--- config.mk ---
export PLATFORM = sky130hd
export DESIGN_NAME = alu_seq
export DESIGN_NICKNAME = d
export VERILOG_FILES = /design/src/rtl/alu_seq.sv
export SDC_FILE = /design/constraint.sdc
export NUM_CORES = 1
export LEC_CHECK = 0
export ABC_CLOCK_PERIOD_IN_PS = 2450
export CORE_ASPECT_RATIO = 0.8
export CORE_MARGIN = 5
export CORE_UTILIZATION = 55
export DETAILED_ROUTE_END_ITERATION = 8
export PLACE_DENSITY = 0.79
export SKIP_LAST_GASP = 1
export SYNTH_ARGS = -nofsm -noshare
export SYNTH_HDL_FRONTEND = slang
export SYNTH_SLANG_ARGS = --single-unit
--- constraint.sdc ---
create_clock -name CLK -period 2.45 [get_ports CLK]
set_clock_uncertainty 0.2 [all_clocks]
set_input_delay 0.3675 -clock CLK [delete_from_list [all_inputs] [get_ports CLK]]
set_output_delay 0.3675 -clock CLK [all_outputs]
set_load 0.1 [all_outputs]
--- src/rtl/alu_seq.sv ---
// Sequential ALU: single-cycle ops plus a shift-add multiplier.
// RESULT and flags commit together on the registered DONE pulse.
module alu_seq #(
    parameter int WIDTH = 8
) (
    input  logic             CLK,
    input  logic             RST,
    input  logic             START,
    input  logic [3:0]       OP,
    input  logic [WIDTH-1:0] A,
    input  logic [WIDTH-1:0] B,
    output logic [WIDTH-1:0] RESULT,
    output logic             BUSY,
    output logic             DONE,
    output logic             FLAG_C,
    output logic             FLAG_Z,
    output logic             FLAG_B
);
    localparam int CW = $clog2(WIDTH + 1);

    localparam logic [3:0] OP_ADD = 4'h0;
    localparam logic [3:0] OP_SUB = 4'h1;
    localparam logic [3:0] OP_AND = 4'h2;
    localparam logic [3:0] OP_OR  = 4'h3;
    localparam logic [3:0] OP_XOR = 4'h4;
    localparam logic [3:0] OP_NOT = 4'h5;
    localparam logic [3:0] OP_SHL = 4'h6;
    localparam logic [3:0] OP_SHR = 4'h7;
    localparam logic [3:0] OP_INC = 4'h8;
    localparam logic [3:0] OP_DEC = 4'h9;
    localparam logic [3:0] OP_CMP = 4'hA;
    localparam logic [3:0] OP_MUL = 4'hB;

    typedef enum logic [1:0] {IDLE, EXEC, MUL, FIN} state_t;

    state_t               r_state;
    state_t               w_next;
    logic [3:0]           r_op;
    logic [WIDTH-1:0]     r_a;
    logic [WIDTH-1:0]     r_b;
    logic [2*WIDTH-1:0]   r_mcand;
    logic [2*WIDTH-1:0]   r_prod;
    logic [CW-1:0]        r_cnt;
    logic [WIDTH-1:0]     r_val;
    logic                 r_c;
    logic                 r_bw;
    logic                 r_wr_res;
    logic                 r_wr_flg;
    logic [WIDTH-1:0]     r_result;
    logic                 r_fc;
    logic                 r_fz;
    logic                 r_fb;
    logic                 r_done;

    logic [WIDTH:0]       w_sum;
    logic [WIDTH:0]       w_inc;
    logic [WIDTH-1:0]     w_val;
    logic                 w_c;
    logic                 w_bw;
    logic                 w_wr_res;
    logic                 w_wr_flg;
    logic                 w_mul_end;

    assign w_sum     = {1'b0, r_a} + {1'b0, r_b};
    assign w_inc     = {1'b0, r_a} + {{WIDTH{1'b0}}, 1'b1};
    assign w_mul_end = (r_cnt == CW'(WIDTH));

    always_comb begin
        w_next = r_state;
        unique case (r_state)
            IDLE: if (START) w_next = (OP == OP_MUL) ? MUL : EXEC;
            EXEC: w_next = FIN;
            MUL:  if (w_mul_end) w_next = FIN;
            FIN:  w_next = IDLE;
            default: w_next = IDLE;
        endcase
    end

    // Single-cycle datapath; write enables make CMP flags-only and C-F a NOP.
    always_comb begin
        w_val    = '0;
        w_c      = 1'b0;
        w_bw     = 1'b0;
        w_wr_res = 1'b1;
        w_wr_flg = 1'b1;
        case (r_op)
            OP_ADD: {w_c, w_val} = w_sum;
            OP_SUB: begin w_val = r_a - r_b; w_bw = (r_a < r_b); end
            OP_AND: w_val = r_a & r_b;
            OP_OR:  w_val = r_a | r_b;
            OP_XOR: w_val = r_a ^ r_b;
            OP_NOT: w_val = ~r_a;
            OP_SHL: begin w_val = r_a << 1; w_c = r_a[WIDTH-1]; end
            OP_SHR: begin w_val = r_a >> 1; w_c = r_a[0]; end
            OP_INC: {w_c, w_val} = w_inc;
            OP_DEC: begin w_val = r_a - 1'b1; w_bw = (r_a == '0); end
            OP_CMP: begin
                w_val    = r_a - r_b;
                w_bw     = (r_a < r_b);
                w_wr_res = 1'b0;
            end
            default: begin
                w_wr_res = 1'b0;
                w_wr_flg = 1'b0;
            end
        endcase
    end

    always_ff @(posedge CLK) begin
        if (RST) begin
            r_state  <= IDLE;
            r_op     <= '0;
            r_a      <= '0;
            r_b      <= '0;
            r_mcand  <= '0;
            r_prod   <= '0;
            r_cnt    <= '0;
            r_val    <= '0;
            r_c      <= 1'b0;
            r_bw     <= 1'b0;
            r_wr_res <= 1'b0;
            r_wr_flg <= 1'b0;
            r_result <= '0;
            r_fc     <= 1'b0;
            r_fz     <= 1'b0;
            r_fb     <= 1'b0;
            r_done   <= 1'b0;
        end else begin
            r_state <= w_next;
            r_done  <= 1'b0;
            unique case (r_state)
                IDLE: if (START) begin
                    r_op    <= OP;
                    r_a     <= A;
                    r_b     <= B;
                    r_mcand <= {{WIDTH{1'b0}}, A};
                    r_prod  <= '0;
                    r_cnt   <= '0;
                end
                EXEC: begin
                    r_val    <= w_val;
                    r_c      <= w_c;
                    r_bw     <= w_bw;
                    r_wr_res <= w_wr_res;
                    r_wr_flg <= w_wr_flg;
                end
                // One multiplier bit per cycle, then one cycle to stage the product.
                MUL: if (!w_mul_end) begin
                    if (r_b[0]) r_prod <= r_prod + r_mcand;
                    r_mcand <= r_mcand << 1;
                    r_b     <= r_b >> 1;
                    r_cnt   <= r_cnt + CW'(1);
                end else begin
                    r_val    <= r_prod[WIDTH-1:0];
                    r_c      <= |r_prod[2*WIDTH-1:WIDTH];
                    r_bw     <= 1'b0;
                    r_wr_res <= 1'b1;
                    r_wr_flg <= 1'b1;
                end
                FIN: begin
                    r_done <= 1'b1;
                    if (r_wr_res) r_result <= r_val;
                    if (r_wr_flg) begin
                        r_fc <= r_c;
                        r_fz <= (r_val == '0);
                        r_fb <= r_bw;
                    end
                end
                default: ;
            endcase
        end
    end

    assign RESULT = r_result;
    assign BUSY   = (r_state != IDLE);
    assign DONE   = r_done;
    assign FLAG_C = r_fc;
    assign FLAG_Z = r_fz;
    assign FLAG_B = r_fb;
endmodule

# --- Word level (Yosys, flattened, before mapping) ---
# Index checks and enable logic that the tools add are counted.
word_totals:
  register_bits: 82
  out_inout_bits: 13
  word_cells: 97
  in_bits: 23
op_classes:
  n_bitwise: 4
  eq_ne: 19
  add_sub_neg: 6
  reduce_logical: 18
  magnitude_cmp: 1
  n_mux: 32
ops:
  columns: ["op", "count"]
  rows:
  - ["$mux 16", 5]
  - ["$pmux 8 s10", 1]
  - ["$pmux 16 s2", 2]
  - ["$pmux 8 s2", 2]
  - ["$mux 8", 3]
  - ["$eq 4x4->1 const B", 5]
  - ["$add 16x16->16", 1]
  - ["$eq 4x3->1 const B", 4]
  - ["$logic_not 8->1", 2]
  - ["$reduce_or 11->1", 1]
  - ["$pmux 1 s2", 5]
  - ["$reduce_and 2->1", 5]
  - ["$reduce_or 10->1", 1]
  - ["$add 8x1->9 const B", 1]
  - ["$add 8x8->9", 1]
  - ["$and 8x8->8", 1]
  - ["$eq 4x2->1 const B", 2]
  - ["$lt 8x8->1", 1]
  - ["$mux 4", 2]
  - ["$ne 2x2->1 const B", 4]
  - ["$not 8->8", 1]
  - ["$or 8x8->8", 1]
  - ["$pmux 2 s4", 1]
  - ["$pmux 4 s2", 1]
  - ["17 further kinds", 27]

# --- Depth between registers and ports, before layout ---
logic_depth:
  ltp_word: 4
  mapped_depth: 11
  ltp_nobuf: 9

# --- Least setup slack after synthesis ---
# No wires, ideal clock.
synth_path:
  kind: "reg-to-reg"
  startpoint: "register r_a[1]"
  endpoint: "register r_val[1]"
  t_arrival_ns: 2.268
  path_slack_ns: -0.149
  path_buffers: 1
  stages_incl_launch_ff: 10
  period_less_slack_ns: 2.599
  setup_time_ns: 0.131
  required_ns: 2.119
  path_cell_list: "dfxtp_1 > clkbuf_1 > inv_1 > ha_1 > mux4_2 > nor2b_1 > a31oi_2 > o221ai_2 > a221oi_2 > nor3_1"
synth_between:
  elab_chain_len: 3
  word_cells_on_any_way: 10
  classes_between: "add/sub: 4; mux: 2; bitwise: 4"
synth_rtl:
  columns: ["element", "line_no", "text"]
  rows:
  - ["start: declaration", "39", "logic [WIDTH-1:0] r_a;"]
  - ["start signal: assignment", "113", "r_a <= '0;"]
  - ["start signal: assignment", "134", "r_a <= A;"]
  - ["$sub 8x8->8, or another cell as far along", "88, 98", null]
  - ["$pmux 8 s10 *", "86", "case (r_op)"]
  - ["$pmux 8 s2 *", "131", "unique case (r_state)"]
  - ["end signal: assignment", "141", "r_val <= w_val;"]
  - ["end signal: assignment", "154", "r_val <= r_prod[WIDTH-1:0];"]
  - ["end: declaration", "44", "logic [WIDTH-1:0] r_val;"]
# Every way passes the cells marked *; elsewhere a longest branch is shown, timed or not.
# A chain may end at the register's enable or synchronous reset.

# --- Worst setup path after layout ---
layout_path:
  startpoint: "register r_a[0]"
  endpoint: "register r_val[1]"
layout_between:
  elab_chain_len: 3
  word_cells_on_any_way: 6
  classes_between: "add/sub: 4; mux: 2"
layout_rtl:
  columns: ["element", "line_no"]
  rows:
  - ["$sub 8x8->8, or another cell as far along", "88, 98"]
  - ["$pmux 8 s10 *", "86"]
  - ["$pmux 8 s2 *", "131"]
# Marks and branches as above.

==> metrics.txt <==
first-pass GRT wire length 28920 um; Switching Power approximately 2.2 mW; Fin Hold WS 0.2547 ns; Syn Area/Cell 7.903 sq um; Post-DP HPWL 13900 um; Sequential Power Share 29.9%; Leakage 2.797 nW; Final Hold Vio Count 0; setup slack at placement -0.09935 ns; setup ws final -0.02504 ns; CTS sink cnt 82; Post-synth EDFFs 0; drt wl/cell 18.89 um; fmax 404.0 MHz; fin cells 965; area added between synthesis and finish 23.14%; count of cell types in the netlist between 70 and 80; stages on the worst setup path 8; CTS buffer count 9; worst-path cell chain ha_2 -> fa_1 -> mux4_2 -> nor2b_4 -> a31oi_2 -> o221ai_2 -> a221oi_2 -> nor3_1; clock network power share 27.1%; # diodes 0; Critical Path RT 2.46 ns; Max-Cap Viols 0; outcome finished with violations; critical path type flop to flop; width of the die 125.2 um; antenna violations before repair 0; failing checks setup timing; final core occ between 60% and 70%; RSZ-0062 raised after global routing yes; yosys warns 0; Slew @ Worst Pin 0.5300 ns; clock root buffer clkbuf_16; sw frac 38.71%; Synth Cell Area 5841 sq um; crit path buf inv count 0; H-tree depth 3; P_int 3.443 mW; TritonCTS clock tree built; Core Region a little over 10000 sq um; Initial DRC Count 633; Global Route Usage Sum 28.22%; dpl cells 946; first drt pass iteration count 5; Max clock buf depth 2; Peak VDD IR 0.5882 mV; CP startpoint kind flop; total chip power about 5.6 mW; max-slew violations 0; count of input and output buffers 35; Initial Util 56.58%; pin count of the biggest net entering global routing 48; Net Count, Synth 813; fin nets 894; fill cell count 843; sequential share of the synthesized area 28.11%; area leader, netlist dfxtp_1; via count 5982; vias in the first global route 5485; top cells by area, synth dfxtp_1, ha_1, a21oi_1; layout cells sized above 1 between 10% and 20%; PwrDens 781.1 nW/um^2; CP startpoint r_a[0]; Design Area, Final 7192 sq um; top-area cell type share of the netlist area between 20% and 30%; r2r startpoint r_a[0]; FP Rows 33; placed cell areas approximately 6700 sq um; Clk pin slew, worst setup/hold paths 0.06 ns; fin crit share 101.0%; Hold Path Class flop to flop; Critical Path End r_val[1]; FF/Latch Area 1647 sq um; Worst R2R End r_val[1]; area of the multi-input gates 3970 sq um; Top delay family on crit path adder cells; Syn Inst Count 739; vias per inst a little over 6; slew margin rel. 64.67%; Comb pwr share 43.0%; GRT overflow 0; critical path endpoint category flop; setup slack, reg-to-reg -0.03 ns; critical path fanouts, max 3; drt total wl 18230 um; crit-path max cell delay 0.47 ns; final antenna-violating net count 0; Setup-failing EPs final 1; Boundary Pins 36; Data arrival, critical path 2.48 ns; die area 12790 sq um; cell depth of the worst flop-to-flop path 8; Clock Latency Late Sink ~0.34 ns; setup_tns -0.02504 ns; Die H 102.2 um; number of synthesized register bits 82; Period minus WS final 2.475 ns; Top FF cell, synth dfxtp_1; final estimated routing congestion in global placement 1.023; DRC viols 0; CP max-delay cell mux4_2; asr flop ratio synth 0%
## Yosys cell counts, drive strengths merged, types with 8 or more instances
master and number:
inv 34, o21ai 30, and2 9, nand2 92, nand3 29, a22oi 10, a211oi 29, a21oi 75
dfxtp 82, ha 48, a31oi 8, o211ai 9, a221oi 9, mux2i 22, nor2b 8, nor3 15
buf 25, xnor2 10, nor2 60, clkbuf 21
## state kept, by name (all words and copies together), names as in the netlist, 4 cells and up
signal and flops:
r_mcand 16, r_prod 16, RESULT 8, r_a 8
r_b 8, r_val 8, r_cnt 4, r_op 4
## final cells by class
class | count | share of cell area [%]
Sequential cell | 82 | 22.89
Timing Repair Buffer | 116 | 12.98
Tap cell | 140 | 2.436
Clock inverter | 6 | 1.340
Inverter | 34 | 1.827
Multi-Input combinational cell | 577 | 55.20
Clock buffer | 10 | 3.323
## worst min path at each step
stage | start | to | slack, ns | cells past startpoint
after floorplan | r_mcand[15] | r_mcand[15] | 0.24 | 2
after global placement | RESULT[3] | RESULT[3] | 0.24 | 2
after detailed placement | RESULT[1] | RESULT[1] | 0.25 | 2
after CTS | RESULT[1] | RESULT[1] | 0.26 | 2
after global routing | RST | r_prod[15] | 0.29 | 4
final | RESULT[1] | RESULT[1] | 0.25 | 2
## power by group through the flow
stage | clock, mW | sequential [mW] | combinational [mW]
6_report | 1.52 | 1.68 | 2.42
5_1_grt | 1.60 | 1.70 | 2.60
3_3_place_gp | 0 | 1.69 | 2.21
2_1_floorplan | 0 | 1.65 | 1.48
3_5_place_dp | 0 | 1.70 | 2.26
4_1_cts | 1.53 | 1.67 | 2.29
## metal layers
layer	global-route usage, %	part of all wire (%)	vias to the layer above	wire length, um
met2	40.77	41	301	7503
met4	8.833	2.2	0	397
met1	40.57	46	2799	8376
met3	8.412	11	35	1952
li1	-	-	2847	-
met5	0	0	-	0
## kinds of logic (layout without fill, tap and decap cells)
kind of cell | after synthesis | in the layout | share of synthesized area (%)
AOI/OAI and AO/OA | 223 | 223 | 25.60
xor gates and xnor gates | 17 | 17 | 2.549
adders and majority gates | 51 | 51 | 11.31
buffers and inverters | 80 | 166 | 5.870
DFF | 82 | 82 | 28.11
muxes | 25 | 25 | 4.927
and+or+nand+nor | 261 | 261 | 21.64
## what timing repair did
action / CTS / global route
hold buffers: 0 / 0
setup buffers: 1 / 2
resized for setup: 8 / 21
endpoints found under the setup margin: 4 / 10
pin swaps: 4 / 9
## cells in the final DEF, fill, tap and decap left out, types with 7 or more instances in the layout
master,n
buf_4,93
nand2_1,92
dfxtp_1,78
a21oi_1,70
nor2_1,59
ha_1,43
inv_1,30
nand3_1,29
o21ai_0,24
a211oi_1,24
mux2i_1,21
clkdlybuf4s50_1,21
nor3_1,15
a22oi_1,10
xnor2_1,10
and2_1,9
clkbuf_16,9
o211ai_1,8
xor2_1,7
a221oi_1,7
nor3b_1,7
## worst reg2reg max path: cells and delay by family, from the launching register on
kind                       cells  cell delay (ns)
muxes                          1             0.47
AOI/OAI and AO/OA              3             0.51
adders and majority gates      2             0.62
DFF                            1             0.33
and+or+nand+nor                2             0.20
Power figures use the tool's default switching activity.
